[src/rtl/env_scaler_if.sv]
// Handshake and result bundle between the envelope generator, env_scaler and the filter/mixer.
interface env_scaler_if #(
   parameter int WAVE_W = 12,
   parameter int ENV_W  = 8
);
   logic              start_i;
   logic [1:0]        voice_idx_i;
   logic [WAVE_W-1:0] wave_i;
   logic [ENV_W-1:0]  env_i;
   logic              busy_o;
   logic              ready_o;
   logic [WAVE_W-1:0] product_o;
   logic [WAVE_W-1:0] voice0_o;
   logic [WAVE_W-1:0] voice1_o;
   logic [WAVE_W-1:0] voice2_o;

   modport master (
      output start_i, voice_idx_i, wave_i, env_i,
      input  busy_o, ready_o, product_o, voice0_o, voice1_o, voice2_o
   );

   modport slave (
      input  start_i, voice_idx_i, wave_i, env_i,
      output busy_o, ready_o, product_o, voice0_o, voice1_o, voice2_o
   );
endinterface

[src/rtl/env_scaler.sv]
// Serial shift-add multiplier scaling an offset-binary waveform sample by an unsigned envelope level.
// Keeps the latest signed result per voice for the downstream filter/mixer.
module env_scaler #(
   parameter int WAVE_W = 12,
   parameter int ENV_W  = 8
) (
   input  logic         clk_i,
   input  logic         rst_ni,
   env_scaler_if.slave  bus
);
   localparam int ACC_W = WAVE_W + ENV_W;
   localparam int CNT_W = $clog2(ENV_W) + 1;

   typedef enum logic [1:0] {IDLE, RUN, DONE} state_t;

   state_t            state_q, state_d;
   logic [ACC_W-1:0]  a_q, a_d;
   logic [ENV_W-1:0]  b_q, b_d;
   logic [ACC_W-1:0]  acc_q, acc_d;
   logic [CNT_W-1:0]  cnt_q, cnt_d;
   logic [1:0]        idx_q, idx_d;
   logic              ready_q, ready_d;
   logic [WAVE_W-1:0] product_q, product_d;
   logic [WAVE_W-1:0] voice0_q, voice0_d;
   logic [WAVE_W-1:0] voice1_q, voice1_d;
   logic [WAVE_W-1:0] voice2_q, voice2_d;
   logic [ACC_W-1:0]  acc_sum;

   always_ff @(posedge clk_i or negedge rst_ni) begin
      if (!rst_ni) begin
         state_q   <= IDLE;
         a_q       <= '0;
         b_q       <= '0;
         acc_q     <= '0;
         cnt_q     <= '0;
         idx_q     <= '0;
         ready_q   <= 1'b0;
         product_q <= '0;
         voice0_q  <= '0;
         voice1_q  <= '0;
         voice2_q  <= '0;
      end else begin
         state_q   <= state_d;
         a_q       <= a_d;
         b_q       <= b_d;
         acc_q     <= acc_d;
         cnt_q     <= cnt_d;
         idx_q     <= idx_d;
         ready_q   <= ready_d;
         product_q <= product_d;
         voice0_q  <= voice0_d;
         voice1_q  <= voice1_d;
         voice2_q  <= voice2_d;
      end
   end

   // The final iteration's partial product must be included in the result written on RUN->DONE.
   assign acc_sum = acc_q + (b_q[0] ? a_q : '0);

   always_comb begin
      state_d   = state_q;
      a_d       = a_q;
      b_d       = b_q;
      acc_d     = acc_q;
      cnt_d     = cnt_q;
      idx_d     = idx_q;
      ready_d   = 1'b0;
      product_d = product_q;
      voice0_d  = voice0_q;
      voice1_d  = voice1_q;
      voice2_d  = voice2_q;

      case (state_q)
         IDLE: begin
            if (bus.start_i) begin
               state_d = RUN;
               a_d     = {{ENV_W{~bus.wave_i[WAVE_W-1]}}, ~bus.wave_i[WAVE_W-1],
                          bus.wave_i[WAVE_W-2:0]};
               b_d     = bus.env_i;
               acc_d   = '0;
               cnt_d   = '0;
               idx_d   = bus.voice_idx_i;
            end
         end
         RUN: begin
            acc_d = acc_sum;
            a_d   = a_q << 1;
            b_d   = b_q >> 1;
            cnt_d = cnt_q + CNT_W'(1);
            if (cnt_q == CNT_W'(ENV_W - 1)) begin
               state_d   = DONE;
               ready_d   = 1'b1;
               product_d = acc_sum[ACC_W-1:ENV_W];
               case (idx_q)
                  2'd0:    voice0_d = acc_sum[ACC_W-1:ENV_W];
                  2'd1:    voice1_d = acc_sum[ACC_W-1:ENV_W];
                  2'd2:    voice2_d = acc_sum[ACC_W-1:ENV_W];
                  default: ;
               endcase
            end
         end
         DONE:    state_d = IDLE;
         default: state_d = IDLE;
      endcase
   end

   assign bus.busy_o    = (state_q != IDLE);
   assign bus.ready_o   = ready_q;
   assign bus.product_o = product_q;
   assign bus.voice0_o  = voice0_q;
   assign bus.voice1_o  = voice1_q;
   assign bus.voice2_o  = voice2_q;
endmodule

[src/flat_wrapper.sv]
// flat-port wrapper written by rule: the top's interface ports become plain ports
module env_scaler_flat 
#(
   parameter int WAVE_W = 12,
   parameter int ENV_W  = 8
)
  (clk_i, rst_ni, bus_start_i, bus_voice_idx_i, bus_wave_i, bus_env_i, bus_busy_o, bus_ready_o, bus_product_o, bus_voice0_o, bus_voice1_o, bus_voice2_o);
  env_scaler_if #(.WAVE_W(WAVE_W), .ENV_W(ENV_W)) bus_i ();
  input  logic clk_i;
  input  logic rst_ni;
  input wire logic [$bits(bus_i.start_i)-1:0] bus_start_i;
  input wire logic [$bits(bus_i.voice_idx_i)-1:0] bus_voice_idx_i;
  input wire logic [$bits(bus_i.wave_i)-1:0] bus_wave_i;
  input wire logic [$bits(bus_i.env_i)-1:0] bus_env_i;
  output wire logic [$bits(bus_i.busy_o)-1:0] bus_busy_o;
  output wire logic [$bits(bus_i.ready_o)-1:0] bus_ready_o;
  output wire logic [$bits(bus_i.product_o)-1:0] bus_product_o;
  output wire logic [$bits(bus_i.voice0_o)-1:0] bus_voice0_o;
  output wire logic [$bits(bus_i.voice1_o)-1:0] bus_voice1_o;
  output wire logic [$bits(bus_i.voice2_o)-1:0] bus_voice2_o;
  assign bus_i.start_i = bus_start_i;
  assign bus_i.voice_idx_i = bus_voice_idx_i;
  assign bus_i.wave_i = bus_wave_i;
  assign bus_i.env_i = bus_env_i;
  assign bus_busy_o = bus_i.busy_o;
  assign bus_ready_o = bus_i.ready_o;
  assign bus_product_o = bus_i.product_o;
  assign bus_voice0_o = bus_i.voice0_o;
  assign bus_voice1_o = bus_i.voice1_o;
  assign bus_voice2_o = bus_i.voice2_o;
  env_scaler #(.WAVE_W(WAVE_W), .ENV_W(ENV_W)) u_core (.clk_i(clk_i), .rst_ni(rst_ni), .bus(bus_i));
endmodule
[config.mk]
export PLATFORM = sky130hd
export DESIGN_NAME = env_scaler_flat
export DESIGN_NICKNAME = d
export VERILOG_FILES = /design/src/rtl/env_scaler_if.sv /design/src/rtl/env_scaler.sv /design/src/flat_wrapper.sv
export SDC_FILE = /design/constraint.sdc
export NUM_CORES = 1
export LEC_CHECK = 0
export BUFFER_PORTS_ARGS = -buffer_cell sky130_fd_sc_hd__buf_2
export CORE_AREA = 2 2 131 133
export DETAILED_ROUTE_END_ITERATION = 6
export DIE_AREA = 0 0 133 135
export PLACE_DENSITY = 0.5
export RECOVER_POWER = 25
export SLEW_MARGIN = 20
export SYNTH_ARGS = -nofsm -noshare
export SYNTH_HDL_FRONTEND = slang
export SYNTH_SLANG_ARGS = --single-unit
[constraint.sdc]
create_clock -name clk_i -period 5.9 [get_ports clk_i]
set_input_delay 0 -clock clk_i [delete_from_list [all_inputs] [get_ports clk_i]]
set_output_delay 0 -clock clk_i [all_outputs]
set_load 0.01 [all_outputs]
; ---- Word level (Yosys, flattened, before mapping)
; Cells that the tools add are included.
[word_totals]
latch_bits = 0
input_bits = 25
mem_count = 0
regBits = 105
output_inout_bits = 50
mem_bits_ro = 0
elab_cells = 45
ramBits = 0
[op_classes]
n_div = 0
bitwise_logic = 1
addsub = 2
reduce_logical = 11
mux = 14
shifts = 0
n_mul = 0
n_lt_le_gt_ge = 0
n_eq_ne = 6
[op_table]
columns = operator, n
row1 = $pmux W20 S2, 2
row2 = $mux W20, 3
row3 = $add A20 B20 Y20, 1
row4 = $pmux W8 S2, 1
row5 = $reduce_and A3 Y1, 3
row6 = $mux W8, 1
row7 = $pmux W4 S2, 1
row8 = $reduce_and A2 Y1, 4
row9 = $add A4 B1 Y4 const B, 1
row10 = $eq A2 B1 Y1 const B, 2
row11 = $eq A4 B3 Y1 const B, 1
row12 = $logic_not A2 Y1, 2
row13 = $mux W2, 2
row14 = $mux W4, 1
row15 = $pmux W2 S2, 1
row16 = $reduce_bool A2 Y1, 2
row17 = $eq A2 B2 Y1 const B, 1
row18 = $mux W1, 2
row19 = $ne A2 B1 Y1 const B, 1
row20 = $ne A2 B2 Y1 const B, 1
row21 = $not A1 Y1, 1

; ---- Depth between registers and ports, before layout
[logic_depth]
ltp_word = 3
ltp_mapped = 10
ltp_nobuf = 9

; ---- Worst setup path after synthesis
; Ideal clock, no wire load.
[synth_timing]
kind = register -> register
start = reg u_core.b_q[0]
end = reg u_core.voice0_q[4], in the netlist u_core.bus.voice0_o[4]
path_slack_ps = 3321
period_less_slack_ps = 2579
setup_time_ps = 134
path_stages_with_launch = 11
t_required_ps = 5766
t_arrival_ps = 2445
n_path_buf = 1
path_cell_list = dfrtp_1 clkbuf_1 and2_1 ha_1 fa_1 a21o_1 a221oi_2 o31a_1 a21oi_1 xnor2_1 o21ai_0
[synth_between]
elab_chain_len = 2
[synth_rtl]
columns = item, line_no
row1 = start: declaration, env_scaler.sv:18  ; logic [ENV_W-1:0] b_q, b_d;
row2 = start signal: assignment, env_scaler.sv:33  ; b_q <= '0;
row3 = start signal: assignment, env_scaler.sv:45  ; b_q <= b_d;
row4 = $mux W20, env_scaler.sv:58  ; assign acc_sum = acc_q + (b_q[0] ? a_q : '0);
row5 = $add A20 B20 Y20, env_scaler.sv:58
row6 = end signal: assignment, env_scaler.sv:51  ; voice0_q <= voice0_d;
row7 = end: declaration, env_scaler.sv:24  ; logic [WAVE_W-1:0] voice0_q, voice0_d;
; Every way passes these cells.
; A chain may end at the register's enable or synchronous reset.

==> flow_summary.toml <==
[run_status]
violations = "capacitance limit, slew limit"
status = "complete, but fails checks"

[yosys]
synth_ff_type = "dfrtp_1"
ys_top_cells_by_area = "dfrtp_1, nand2_1, o21ai_0"
synth_area_leader_cell = "dfrtp_1"
synth_edf_count = 0
ys_seq_area_share_pct = 47.6
synth_top_area_share_pct = 47.6
syn-instance-count = 572
synth.avg_cell_area_um2 = 9.65
ys_types = 63
yosys_warnings = 0
synth.most_common_cell = "nand2_1"
syn-num-nets = 618
syn-cell-area_mm2 = 0.00552
synth-seq-cells = 105
synth-async-reset-ratio_pct = 100
synth_commonest_cells = "nand2_1, dfrtp_1, o21ai_0"

[timing]
hold_viol = 0
setup-tns-final_ns = 0
setup_viol = 0
max_freq_ghz = 0.322
rsz0062_at_grt = "no"
finalClockSkew_ns = 0.00863
finalCritPeriodShare_pct = 52.6
tightest_slew_ns = 3.06
drv_slew = 56
slew-limit-headroom_pct = -104
fin_crit_ns = 3.11
whs_ns = 0.171

[finish]
diodes = 0
area_delta_synth_final_pct = 18.8
drive_above_1_share_pct = 18.1
finalNonFillerCells = 877
fin_area_mm2 = 0.00656
final_nets = 698
ff_latch_area_mm2 = 0.00263
fillCellCount = 1639
multi_input_comb_area_mm2 = 0.00271

[floorplan]
die_height_um = 135
die_area_mm2 = 0.0180
initial_core_util_pct = 33.6
io_pins = 75
die_x_um = 133
core_mm2 = 0.0164
std_cell_rows = 47

[setup_path]
path_cells = "dlygate4sd3_1 > clkbuf_1 > buf_4"
crit_path_top_delay_cell = "clkbuf_1"
critPathRequiredTime_ns = 6.32
r2r_start = "u_core.b_q[0]"
worstSetupStartpointType = "input port"
r2r_end = "u_core.acc_q[18]"
cpPeakStageDelay_ns = 2.14
regToRegSetupSlack_ns = 2.80
critPathArrivalTime_ns = 3.53
rr_worst_depth = 9
crit_type = "in -> async"
critPathLaunch = "rst_ni"
worstSetupEndpointType = "async pin"
cp_max_fo = 55
endpoint = "u_core.a_q[0]"

[placed_design]
io_buffers = 74
dp.cells = 839
dp_hpwl_mm = 10.0
dpl_cell_area_mm2 = 0.00606
place_congestion = 0.904

[route]
routedWlPerCell_um = 16.2
drc_errors = 0
vias_per_cell = 5.21
drt-pass1-iter-count = 4
drtAntennaViolNets = 0
num_vias = 4573
routed_wl_mm = 14.2
drt_iter0_drc = 297

[power_and_ir_drop]
leakage_nw = 2.97
power_density_mw_per_mm2 = 665
total_power_mw = 4.36
ir_drop_mv = 0.214

[grt]
grt_overflow = 0
top_usage_layer = "met2"
grtUsageMet1_pct = 22.5
grt_util_met3_pct = 3.27
grt_max_degree = 56
track_usage_pct = 16.5
grt_pass1_wl_mm = 23.7
antenna_found_initial = 0
grt_util_met2_pct = 26.7
first_global_vias = 4485

[clocking]
clkSlewWorstSetupHoldPaths_ns = 0.07
cts_setup_buffers = 0
cts_root_buf = "clkbuf_16"
cts_resized = 0
numCtsBuffers = 9
htree_levels = 3
clockBufferDepth = 2
clk_latency_ns = 0.35
clock_sinks = 105
tritoncts = "done"

[run]
cap_violations = 1

[hold_path]
hold_class = "in -> reg"
[cell type report]
cell class,count,share of cell area (%)
well taps,220,4.20
multi-input cells,428,41.3
clock buffers,10,3.49
flip-flops and latches,105,40.1
repair buffers,102,9.47
inverters,6,0.458
clock inverters,6,1.03
[kinds of logic after synthesis]
family | after synthesis | share of synthesized area, %
mux | 14 | 3.08
simple gates | 219 | 19.0
compound gates | 159 | 19.4
fa+ha+maj | 21 | 4.90
flops | 105 | 47.6
buf+inv | 39 | 3.42
xor+xnor | 15 | 2.52
[worst min path at each step]
stage / startpoint / cells past startpoint / endpoint
2_1_floorplan: rst_ni / 0 / u_core.a_q[0]
3_3_place_gp: rst_ni / 1 / u_core.bus.voice2_o[11]
3_5_place_dp: rst_ni / 1 / u_core.bus.voice2_o[6]
4_1_cts: bus_start_i / 4 / u_core.state_q[0]
5_1_grt: bus_start_i / 4 / u_core.state_q[0]
6_report: bus_start_i / 4 / u_core.state_q[0]
[sequential cells by signal, indices dropped and copies added, names as in the netlist]
signal / cells
u_core.a_q: 20
u_core.acc_q: 20
u_core.bus.product_o: 12
u_core.bus.voice0_o: 12
u_core.bus.voice1_o: 12
u_core.bus.voice2_o: 12
u_core.b_q: 8
u_core.cnt_q: 4
u_core.idx_q: 2
u_core.state_q: 2
u_core.bus.ready_o: 1
[metrics by stage]
stage          utilization, %  worst slack [ns]
2_1_floorplan               -              3.32
3_3_place_gp             36.9              2.82
5_1_grt                  40.0              2.09
3_5_place_dp             36.9              2.81
4_1_cts                  40.1              2.79
6_report                 40.0              2.79
[placed cells by master, fill, tap and decap left out, types with 3 or more instances in the layout]
cell and n:
a2111oi_0 5, nand2_1 115, dlygate4sd3_1 22, and2_1 21
nand4_1 4, o2bb2ai_1 3, clkbuf_16 9, o31ai_1 6
a31oi_1 19, nor3_1 7, nor2_1 33, mux2_2 8
mux2_4 4, nand3_1 19, a221o_1 9, o21a_1 6
inv_1 5, xor2_1 6, buf_4 6, a211oi_1 4
o32ai_1 3, clkbuf_1 13, a21o_1 8, dfrtp_1 105
o211ai_1 3, ha_1 20, a21oi_1 15, buf_2 62
o21ai_0 58, xnor2_1 8
[worst max-delay path: cells and delay by family]
family	cells	cell delay, ns
buffers and inverters	3	3.51
[repair_timing]
item	CTS	global route
hold endpoints to repair	75	0
hold buffers	22	0
endpoints found under the setup margin	0	0
[power by group]
group / switching [mW] / internal (mW)
logic: 1.54 / 0.931
clock network: 0.272 / 0.331
registers: 0.232 / 1.06
total: 2.04 / 2.32
[metal layers]
metal,vias up,wire (µm)
li1,2209,-
met1,2221,6790
met2,125,6620
met3,18,589
met4,0,210
met5,-,0
(Power assumes the default switching activity.)
